--- config.mk ---
export PLATFORM = sky130hd
export DESIGN_NAME = audio_frame_serializer
export DESIGN_NICKNAME = d
export VERILOG_FILES = /design/src/rtl/audio_frame_serializer.sv
export SDC_FILE = /design/constraint.sdc
export NUM_CORES = 1
export LEC_CHECK = 0
export CAP_MARGIN = 20
export CORE_ASPECT_RATIO = 1.5
export CORE_MARGIN = 8
export CORE_UTILIZATION = 45
export DETAILED_ROUTE_END_ITERATION = 16
export PLACE_DENSITY = 0.6
export SYNTH_ARGS = -nofsm -noshare
export SYNTH_HDL_FRONTEND = slang
export SYNTH_SLANG_ARGS = --single-unit
--- constraint.sdc ---
create_clock -name clk25 -period 2.7 [get_ports clk25]
set_clock_uncertainty 0.2 [all_clocks]
set_input_delay 0.405 -clock clk25 [delete_from_list [all_inputs] [get_ports clk25]]
set_output_delay 0.405 -clock clk25 [all_outputs]
set_load 0.005 [all_outputs]
--- src/rtl/audio_frame_serializer.sv ---
// Codec DAC serializer: buffers PCM frames in a small FIFO and shifts one frame per
// sample-clock tick onto dacdat/daclrc, timed by falling edges of the codec bit clock.
module audio_frame_serializer #(
  parameter int SAMPLE_W   = 16,
  parameter int SLOT_W     = 16,
  parameter int NUM_CH     = 2,
  parameter int FIFO_DEPTH = 4,
  parameter int MODE       = 0,
  parameter int HOLD_ON_UR = 1
) (
  input  logic                         clk25,
  input  logic                         reset25,
  input  logic                         codec_bclk_i,
  input  logic                         audio_sample_clk,
  input  logic [NUM_CH*SAMPLE_W-1:0]   s_data,
  input  logic                         s_valid,
  output logic                         s_ready,
  output logic                         dacdat,
  output logic                         daclrc,
  output logic                         busy,
  output logic [$clog2(FIFO_DEPTH):0]  fifo_level,
  output logic                         underrun,
  input  logic                         underrun_clr,
  output logic                         frame_err
);
  localparam int D   = (MODE == 1) ? 1 : 0;
  localparam int L   = NUM_CH*SLOT_W + D;
  localparam int KW  = $clog2(L+1);
  localparam int FW  = NUM_CH*SAMPLE_W;
  localparam int SW  = NUM_CH*SLOT_W;
  localparam int AW  = $clog2(FIFO_DEPTH);
  localparam int LW  = AW + 1;
  localparam int PAD = SLOT_W - SAMPLE_W;
  localparam logic IDLE_LRC = (MODE == 1);

  typedef enum logic {IDLE, SHIFT} state_t;
  state_t state, state_nxt;

  logic          bclk_q, sclk_q, fall, rise, start, pop, push, empty, start_pending;
  logic [FW-1:0] mem [FIFO_DEPTH];
  logic [AW-1:0] rd_ptr, wr_ptr;
  logic [FW-1:0] held, frame_sel;
  logic [SW-1:0] slotted, sr;
  logic [KW-1:0] k;

  function automatic logic lrc_at(input logic [KW-1:0] kv);
    case (MODE)
      1:       return kv >= KW'(SLOT_W);
      2:       return kv <  KW'(SLOT_W);
      default: return kv == '0;
    endcase
  endfunction

  assign fall    = bclk_q & ~codec_bclk_i;
  assign rise    = ~sclk_q & audio_sample_clk;
  assign empty   = (fifo_level == '0);
  assign start   = fall & start_pending;
  assign pop     = start & ~empty;
  assign s_ready = (fifo_level != LW'(FIFO_DEPTH));
  assign push    = s_valid & s_ready;
  assign busy    = (state == SHIFT);

  // Underrun substitutes the held frame or silence.
  assign frame_sel = pop ? mem[rd_ptr] : ((HOLD_ON_UR != 0) ? held : '0);

  // Left-justify each sample in its slot; pad bits below stay zero.
  always_comb begin
    slotted = '0;
    for (int c = 0; c < NUM_CH; c++)
      slotted[c*SLOT_W+PAD +: SAMPLE_W] = frame_sel[c*SAMPLE_W +: SAMPLE_W];
  end

  always_ff @(posedge clk25) begin
    if (reset25) state <= IDLE;
    else         state <= state_nxt;
  end

  always_comb begin
    state_nxt = state;
    if (start)                                        state_nxt = SHIFT;
    else if (fall && state == SHIFT && k == KW'(L))   state_nxt = IDLE;
  end

  always_ff @(posedge clk25) begin
    if (push) mem[wr_ptr] <= s_data;
  end

  always_ff @(posedge clk25) begin
    if (reset25) begin
      bclk_q        <= 1'b0;
      sclk_q        <= 1'b0;
      start_pending <= 1'b0;
      frame_err     <= 1'b0;
      underrun      <= 1'b0;
      fifo_level    <= '0;
      rd_ptr        <= '0;
      wr_ptr        <= '0;
      held          <= '0;
      sr            <= '0;
      k             <= '0;
      dacdat        <= 1'b0;
      daclrc        <= 1'b0;
    end else begin
      bclk_q    <= codec_bclk_i;
      sclk_q    <= audio_sample_clk;
      frame_err <= rise & busy;

      if (rise)       start_pending <= 1'b1;
      else if (start) start_pending <= 1'b0;

      if (start && empty)    underrun <= 1'b1;
      else if (underrun_clr) underrun <= 1'b0;

      if (push) wr_ptr <= wr_ptr + AW'(1);
      if (pop) begin
        rd_ptr <= rd_ptr + AW'(1);
        held   <= mem[rd_ptr];
      end
      case ({push, pop})
        2'b10:   fifo_level <= fifo_level + LW'(1);
        2'b01:   fifo_level <= fifo_level - LW'(1);
        default: ;
      endcase

      // A start always wins, aborting any frame still in flight.
      if (start) begin
        k      <= KW'(1);
        dacdat <= (D == 1) ? 1'b0 : slotted[SW-1];
        sr     <= (D == 1) ? slotted : (slotted << 1);
        daclrc <= lrc_at('0);
      end else if (fall && busy) begin
        if (k == KW'(L)) begin
          k      <= '0;
          dacdat <= 1'b0;
          daclrc <= IDLE_LRC;
        end else begin
          k      <= k + KW'(1);
          dacdat <= sr[SW-1];
          sr     <= sr << 1;
          daclrc <= lrc_at(k);
        end
      end
    end
  end
endmodule

==> results of run 1 <==
[cell families after synthesis]
family | synth area share, %
flip-flops | 69.1
multiplexers | 16.5
AND/OR/NAND/NOR | 5.87
AO/OA/AOI/OAI | 3.81
buffers and inverters | 2.38
XOR/XNOR | 0.979
adder cells (fa/ha/maj) | 1.34
[metrics by stage]
stage | cells | util, % | hold WS [ns]
detailed placement | 750 | 49.9 | 0.265
finish | 786 | 53.4 | 0.0864
global route | 786 | 53.4 | 0.0876
global placement | 750 | 49.9 | 0.261
floorplan | 494 | - | 0.254
CTS | 786 | 53.4 | 0.0651
[layer usage]
metal	GRT usage (%)	vias up	part of all wire, %
met5	0	-	0
met4	4.50	0	2.0
met3	2.58	20	3.6
met2	23.8	62	53
met1	15.1	2138	41
li1	-	2007	-
[cells in the final DEF, fill, tap and decap left out, types with 11 or more instances in the layout]
cell type        count
mux4_2              32
buf_4               12
clkbuf_16           21
edfxtp_1           128
dfxtp_1             85
clkbuf_1            11
a21oi_1             13
nor2_1              46
clkdlybuf4s50_1     45
o22ai_1             30
mux2i_1             61
[worst max path at each step]
stage	end	slack, ns	depth (start not counted)
after floorplan	fifo_level[2]	0.18	9
after global placement	fifo_level[2]	0.1	9
after detailed placement	fifo_level[2]	0.05	9
after CTS	fifo_level[2]	0.14	9
after global routing	fifo_level[2]	0.01	9
final	fifo_level[2]	0.15	9
[layout make-up]
cell class | instances | area [um^2] | area share (%)
clock buffers | 33 | 581 | 6.14
flip-flops and latches | 214 | 5570 | 58.8
well taps | 217 | 272 | 2.87
inverters | 8 | 30.0 | 0.317
clock inverters | 3 | 42.5 | 0.450
repair buffers | 64 | 666 | 7.04
multi-input cells | 247 | 2300 | 24.4
[flip-flops by register name, summed over array words and instances (netlist names), named ones only]
| register | count |
|---|---|
| k | 6 |
| busy | 1 |
| rd_ptr | 2 |
| mem | 128 |
| dacdat | 1 |
| sr | 31 |
| frame_err | 1 |
| held | 32 |
| sclk_q | 1 |
| bclk_q | 1 |
| underrun | 1 |
| daclrc | 1 |
| wr_ptr | 2 |
| start_pending | 1 |
| fifo_level | 3 |
[power by group through the flow]
stage	registers, mW	clock network, mW	logic [mW]
after global placement	3.67	0	0.348
final	3.60	2.67	0.348
after detailed placement	3.67	0	0.355
after floorplan	3.67	0	0.175
after CTS	3.60	2.74	0.357
after global routing	3.61	2.86	0.380
==> run metrics, run 1 <==
RSZ-0062 raised after global routing false; YS warnings 0; Worst EP required 2.92 ns; initial antenna violation count 0; # resized after CTS 0; max incr delay on CP 0.43 ns; final net count about 600; post-synthesis cell count 494; fill count roughly 1500; post-route ant nets 0; Setup CP Type reg2reg; crit-path cells or3b_1, and2_1, inv_2, ha_1, inv_1, fa_1, xor2_1, or3_1, a21oi_1; Final setup viols 0; # hold bufs at CTS 0; Max-slew headroom between 50% and 60%; Worst Setup SP fifo_level[2]; setup TNS 0 ns; Layout area overhead 17.5%; sw power 1.32 mW; CP startpoint kind flip-flop; final period demand of the worst path 2.55 ns; Die Ht 180 um; routed vias/inst around 5.4; Reg2Reg Depth 9; final worst-path cycle share between 90 and 100%; Clock Sinks roughly 210; Max Root-Sink Buffers 3; Reg power frac 54.4%; Syn Nets between 500 and 600; largest cells by area after synthesis edfxtp_1 (48%), dfxtp_1 (21%), mux4_2 (8.9%); Fmax achieved 392 MHz; final WL 14.7 mm; Port Buffers 46; Setup WS post-layout roughly 0.15 ns; R2R Path End fifo_level[2]; crit path DAT 2.77 ns; CORE AREA 0.0177 mm^2; DPL Wire Length 8.70 mm; reg-to-reg setup timing slack 0.15 ns; status completed; CTS H-tree lvls 1; synth cell count leaders edfxtp_1 (128), dfxtp_1 (86), mux2i_1 (61); slowest CP cell or3b_1; Synth cell types 42; Main synth FF type edfxtp_1; Pwr per Cell Area ~700 mW/mm^2; Fin. Hold Viols 0; Placer Congestion between 0.7 and 0.8; Worst-Skew Late Latency 0.49 ns; sequential area share after synthesis 69.1%; TritonCTS clock tree done; WP buf/inv 2; ant diodes 0; placed inst area 0.00884 mm^2; largest net degree at the start of global routing 36; io pins between 40 and 50; actual slew at the worst max-slew pin about 0.61 ns; Worst-path clk slew 0.06 ns; drt wl/cell around 19 um; die area 0.0225 mm^2; layout cell share with drive strength beyond 1 14.8%; Final Max Tran Viols 0; DR vias roughly 4200; gr usage total between 10% and 20%; Async S/R FF share, synth 0%; DR pass1 iterations 4; Hold Crit Depth 2; HP Class in2reg; Post-Synthesis Mean Instance Area roughly 16 um^2; mapped cell area 0.00805 mm^2; Design Area, Final 0.00946 mm^2; Hold Crit Start reset25; Initial Util about 45%; CTS root buf clkbuf_16; DRC violations left 0; switching share of power ~20%; count leader, synth edfxtp_1; top cell type's share of synthesized area 47.7%; Hold EP start_pending; Setup crit end kind flip-flop; Tot Pwr roughly 6.6 mW; Max Cap Violations 0; setup repair bufs after CTS 0; first-pass GRT wire length 23.7 mm; VDD IR max 0.340 mV; Worst R2R Start fifo_level[2]; internal power 5.30 mW; Leak 3.05 nW; Die W 125 um; post-synth top area cell edfxtp_1; vias in the first global route between 4000 and 5000; Clk pwr share approximately two fifths; Row Count 60; Post-synth EDFFs 128; GRT Residual Overflow 0; total CTS buffers 20; worst-path maximum fanout 6; flops & latches, synth roughly 210; part of the power in combinational logic 5.2%; Largest delay share family, worst path simple AND/OR/NAND/NOR gates; initial DRC count 251; pre-CTS setup slack about 0.055 ns
Note: power is estimated with default switching activity, not from simulation.
==> run 2: changes to the inputs <==
--- a/config.mk
+++ b/config.mk
@@ -10,7 +10,8 @@
 export CORE_MARGIN = 8
 export CORE_UTILIZATION = 45
 export DETAILED_ROUTE_END_ITERATION = 16
-export PLACE_DENSITY = 0.6
+export PLACE_DENSITY_LB_ADDON = 0.2
+export REMOVE_ABC_BUFFERS = 1
 export SYNTH_ARGS = -nofsm -noshare
 export SYNTH_HDL_FRONTEND = slang
 export SYNTH_SLANG_ARGS = --single-unit
==> run metrics, run 2 (synthesis gave the netlist of run 1 again) <==
final period demand of the worst path between 2 and 3 ns; Reg with most FFs mem; CP startpoint kind flip-flop; # hold bufs at CTS 0; initial DRC count 208; total CTS buffers 20; Max Cap Violations 0; routed vias/inst around 5.3; R2R Path End fifo_level[2]; setup repair bufs after CTS 0; part of the power in combinational logic 5.1%; crit path DAT 2.73 ns; reg-to-reg setup timing slack 0.18 ns; Initial Util 45.5%; most frequent cells in the layout edfxtp_1 (128), dfxtp_1 (85), mux2i_1 (61), nor2_1 (46), clkdlybuf4s50_1 (45); largest registers mem: 128 flops, held: 32 flops, sr: 31 flops; Max-slew headroom 59.2%; Layout area overhead 18.4%; CORE AREA 0.0177 mm^2; Reg power frac 53.2%; Worst R2R Start fifo_level[2]; status completed; drt wl/cell 18.4 um; DR vias 4215; Pwr per Cell Area 710 mW/mm^2; initial antenna violation count 0; vias in the first global route approximately 4600; die area 0.0225 mm^2; sw power 1.34 mW; layout cell share with drive strength beyond 1 15.8%; fill count roughly 1400; Setup WS post-layout 0.180 ns; final net count 603; Core Util, Final 53.8%; max reg flops roughly 130; Setup crit end fifo_level[2]; Clock Sinks 214; pre-CTS setup slack between 0.0015 and 0.002 ns; internal power 5.44 mW; Reg2Reg Depth 9; CTS H-tree lvls 1; CTS root buf clkbuf_16; TritonCTS clock tree done; # resized after CTS 0; Design Area, Final 0.00954 mm^2; Setup CP Type reg2reg; DPL Wire Length between 8 and 9 mm; Row Count 60; placed inst area 0.00887 mm^2; final worst-path cycle share between 90% and 100%; commonest non-fill, non-tap cell in the layout edfxtp_1; RSZ-0062 raised after global routing false; Fin. Hold Viols 0; Fmax achieved about 400 MHz; Max Root-Sink Buffers 3; Worst-path clk slew around 0.06 ns; HP Class in2reg; Final setup viols 0; ant diodes 0; actual slew at the worst max-slew pin ~0.61 ns; DRC violations left 0; Final Max Tran Viols 0; largest net degree at the start of global routing 35; Worst EP required 2.91 ns; GRT Residual Overflow 0; VDD IR max 0.440 mV; post-route ant nets 0; Die W 125 um; Worst Setup SP fifo_level[2]; worst hold slack 0.125 ns; switching share of power 19.7%; DR pass1 iterations 4; Port Buffers 46; final WL 14.5 mm; first-pass GRT wire length between 20 and 25 mm; worst-path maximum fanout 6; io pins 47; Die Ht 180 um; Placer Congestion 0.701; gr usage total 13.1%; Clk pwr share 41.7%; Setup crit end kind flip-flop; Worst-Skew Late Latency around 0.48 ns; Leak 3.10 nW
## run 2: layout make-up
cell class	instances	area (um^2)	share of cell area (%)
clock inverters	7	85.1	0.892
inverters	8	30.0	0.315
well taps	217	272	2.85
clock buffers	29	586	6.14
repair buffers	66	693	7.27
flip-flops and latches	214	5570	58.4
multi-input cells	247	2300	24.2
## run 2: critical path: stages, from the launching register on
cell	delay, ns
dfxtp_1	0.33
or3b_1	0.43
and2_1	0.23
inv_2	0.07
ha_1	0.16
inv_1	0.05
fa_1	0.37
xor2_1	0.16
or3_1	0.31
a21oi_1	0.13
## run 2: power by group through the flow
stage / sequential (mW) / combinational, mW / clock [mW]
CTS: 3.61 / 0.354 / 2.89
finish: 3.60 / 0.344 / 2.82
global placement: 3.67 / 0.345 / 0
global route: 3.61 / 0.377 / 3.00
floorplan: 3.68 / 0.159 / 0
detailed placement: 3.68 / 0.354 / 0
## run 2: worst min path at each step
stage / from / to / slack, ns / cells after the start
finish: reset25 / held[31] / 0.12 / 2
global route: reset25 / held[31] / 0.14 / 2
CTS: reset25 / held[31] / 0.12 / 2
detailed placement: held[0] / held[0] / 0.27 / 2
global placement: underrun / underrun / 0.26 / 2
floorplan: held[0] / held[0] / 0.25 / 2
## run 2: per-layer routing
metal / routed length (um) / GRT usage [%] / up-vias
li1: - / - / 2004
met1: 6050 / 15.0 / 2134
met2: 7720 / 24.1 / 60
met3: 486 / 2.16 / 17
met4: 274 / 4.45 / 0
met5: 0 / 0 / -
## run 2: stage by stage
step           std cells  TNS (ns)  total power, mW
2_1_floorplan        469    -0.383             3.83
3_3_place_gp         752         0             4.01
3_5_place_dp         752         0             4.03
4_1_cts              788         0             6.85
5_1_grt              788         0             6.99
6_report             788         0             6.77
==> run 3: changes to the inputs <==
--- a/config.mk
+++ b/config.mk
@@ -10,6 +10,7 @@
 export CORE_MARGIN = 8
 export CORE_UTILIZATION = 45
 export DETAILED_ROUTE_END_ITERATION = 16
+export HOLD_SLACK_MARGIN = 0.03
 export PLACE_DENSITY_LB_ADDON = 0.2
 export REMOVE_ABC_BUFFERS = 1
 export SYNTH_ARGS = -nofsm -noshare
==> constraint.sdc (replaced) <==
create_clock -name clk25 -period 2.7 [get_ports clk25]
set_clock_uncertainty 0.2 [all_clocks]
set_input_delay 0.54 -clock clk25 [delete_from_list [all_inputs] [get_ports clk25]]
set_output_delay 0.54 -clock clk25 [all_outputs]
set_load 0.005 [all_outputs]
==> run metrics, run 3 (synthesis gave the netlist of run 1 again) <==
status completed; die area roughly 0.023 mm^2; DR vias approximately 4200; vias in the first global route 4595; drt wl/cell about 18 um; final net count 606; Layout Cells excl Fill 791; VDD IR max 0.469 mV; Worst-path clk slew 0.06 ns; Row Count 60; initial DRC count 260; Port Buffers 46; Die Ht 180 um; CTS root buf clkbuf_16; final period demand of the worst path 2.53 ns; initial antenna violation count 0; actual slew at the worst max-slew pin 0.636 ns; Placer Congestion ~0.74; most frequent cells in the layout edfxtp_1 (128), dfxtp_1 (85), mux2i_1 (61), nor2_1 (46), clkdlybuf4s50_1 (45); placed cell count 754; DPL Wire Length ~9 mm; ant diodes 0; # resized after CTS 0; first-pass GRT wire length 24.1 mm; Leak 3.10 nW; Max-slew headroom 57.6%; Max Cap Violations 0; HP Class in2reg; Setup crit end kind flip-flop; Die W about 130 um; gr usage total 13.3%; Clock Sinks between 200 and 250; final WL ~15 mm; Setup CP Type reg2reg; crit path DAT 2.74 ns; routed vias/inst 5.36; Worst EP required roughly 2.9 ns; total CTS buffers 21; worst-path maximum fanout 6; DR pass1 iterations 4; commonest non-fill, non-tap cell in the layout edfxtp_1; post-route ant nets 0; CTS H-tree lvls 1; Reg with most FFs mem; CP startpoint kind flip-flop; RSZ-0062 raised after global routing false; Max Root-Sink Buffers 3; largest net degree at the start of global routing between 40 and 50; Final setup viols 0; largest registers mem: 128 flops, held: 32 flops, sr: 31 flops; final worst-path cycle share between 90% and 100%; io pins 47; Layout area overhead 18.3%; Fin. Hold Viols 0; Initial Util 45.5%; Fmax achieved slightly below 400 MHz; # hold bufs at CTS 0; DRC violations left 0; Tot Pwr 6.65 mW; Worst-Skew Late Latency 0.48 ns; Final Max Tran Viols 0; setup repair bufs after CTS 0; TritonCTS clock tree done; max reg flops 128; CORE AREA 0.0177 mm^2; layout cell share with drive strength beyond 1 15.7%; GRT Residual Overflow 0; Pwr per Cell Area 698 mW/mm^2
-- run 3: per-layer routing --
layer	track usage, %	up-vias	part of all wire (%)
met3	2.19	19	3.5
met2	25.1	71	55
met1	15.0	2145	40
met5	0	-	0
met4	3.82	0	1.8
li1	-	2008	-
-- run 3: layout make-up --
type | count | area, um^2
flip-flops and latches | 214 | 5570
multi-input cells | 247 | 2300
well taps | 217 | 272
repair buffers | 68 | 708
fillers | 1457 | 8190
inverters | 8 | 30.0
clock inverters | 3 | 17.5
clock buffers | 34 | 626
-- run 3: final timing paths --
check	start	cells after the start	to	slack [ns]
hold reg to reg	underrun	2	underrun	0.27
setup / recovery	fifo_level[2]	9	fifo_level[2]	0.17
setup reg to reg	fifo_level[2]	9	fifo_level[2]	0.17
hold / removal	reset25	2	underrun	0.20
-- run 3: critical path, cell delays in order (launching register included) --
cell and delay [ns]:
dfxtp_1 0.34, or3b_1 0.43, and2_1 0.21, inv_2 0.06
ha_1 0.17, inv_1 0.06, fa_1 0.37, xor2_1 0.16
or3_1 0.30, a21oi_1 0.14
-- run 3: per-stage QoR --
step	hold WS (ns)	setup slack, ns	area, um^2	utilization, %	setup TNS (ns)
4_1_cts	0.192	0.153	9520	53.8	0
6_report	0.198	0.175	9520	53.8	0
3_3_place_gp	0.263	-0.0855	8880	50.1	-0.0855
5_1_grt	0.198	0.0423	9520	53.8	0
2_1_floorplan	0.248	-0.0695	7890	-	-0.760
3_5_place_dp	0.270	-0.150	8880	50.1	-0.158
-- run 3: where the power goes --
part           total [mW]  switching, mW  internal, mW
Combinational       0.348          0.182         0.166
Clock                2.70           1.11          1.58
Sequential           3.60         0.0294          3.57
Total                6.65           1.32          5.33
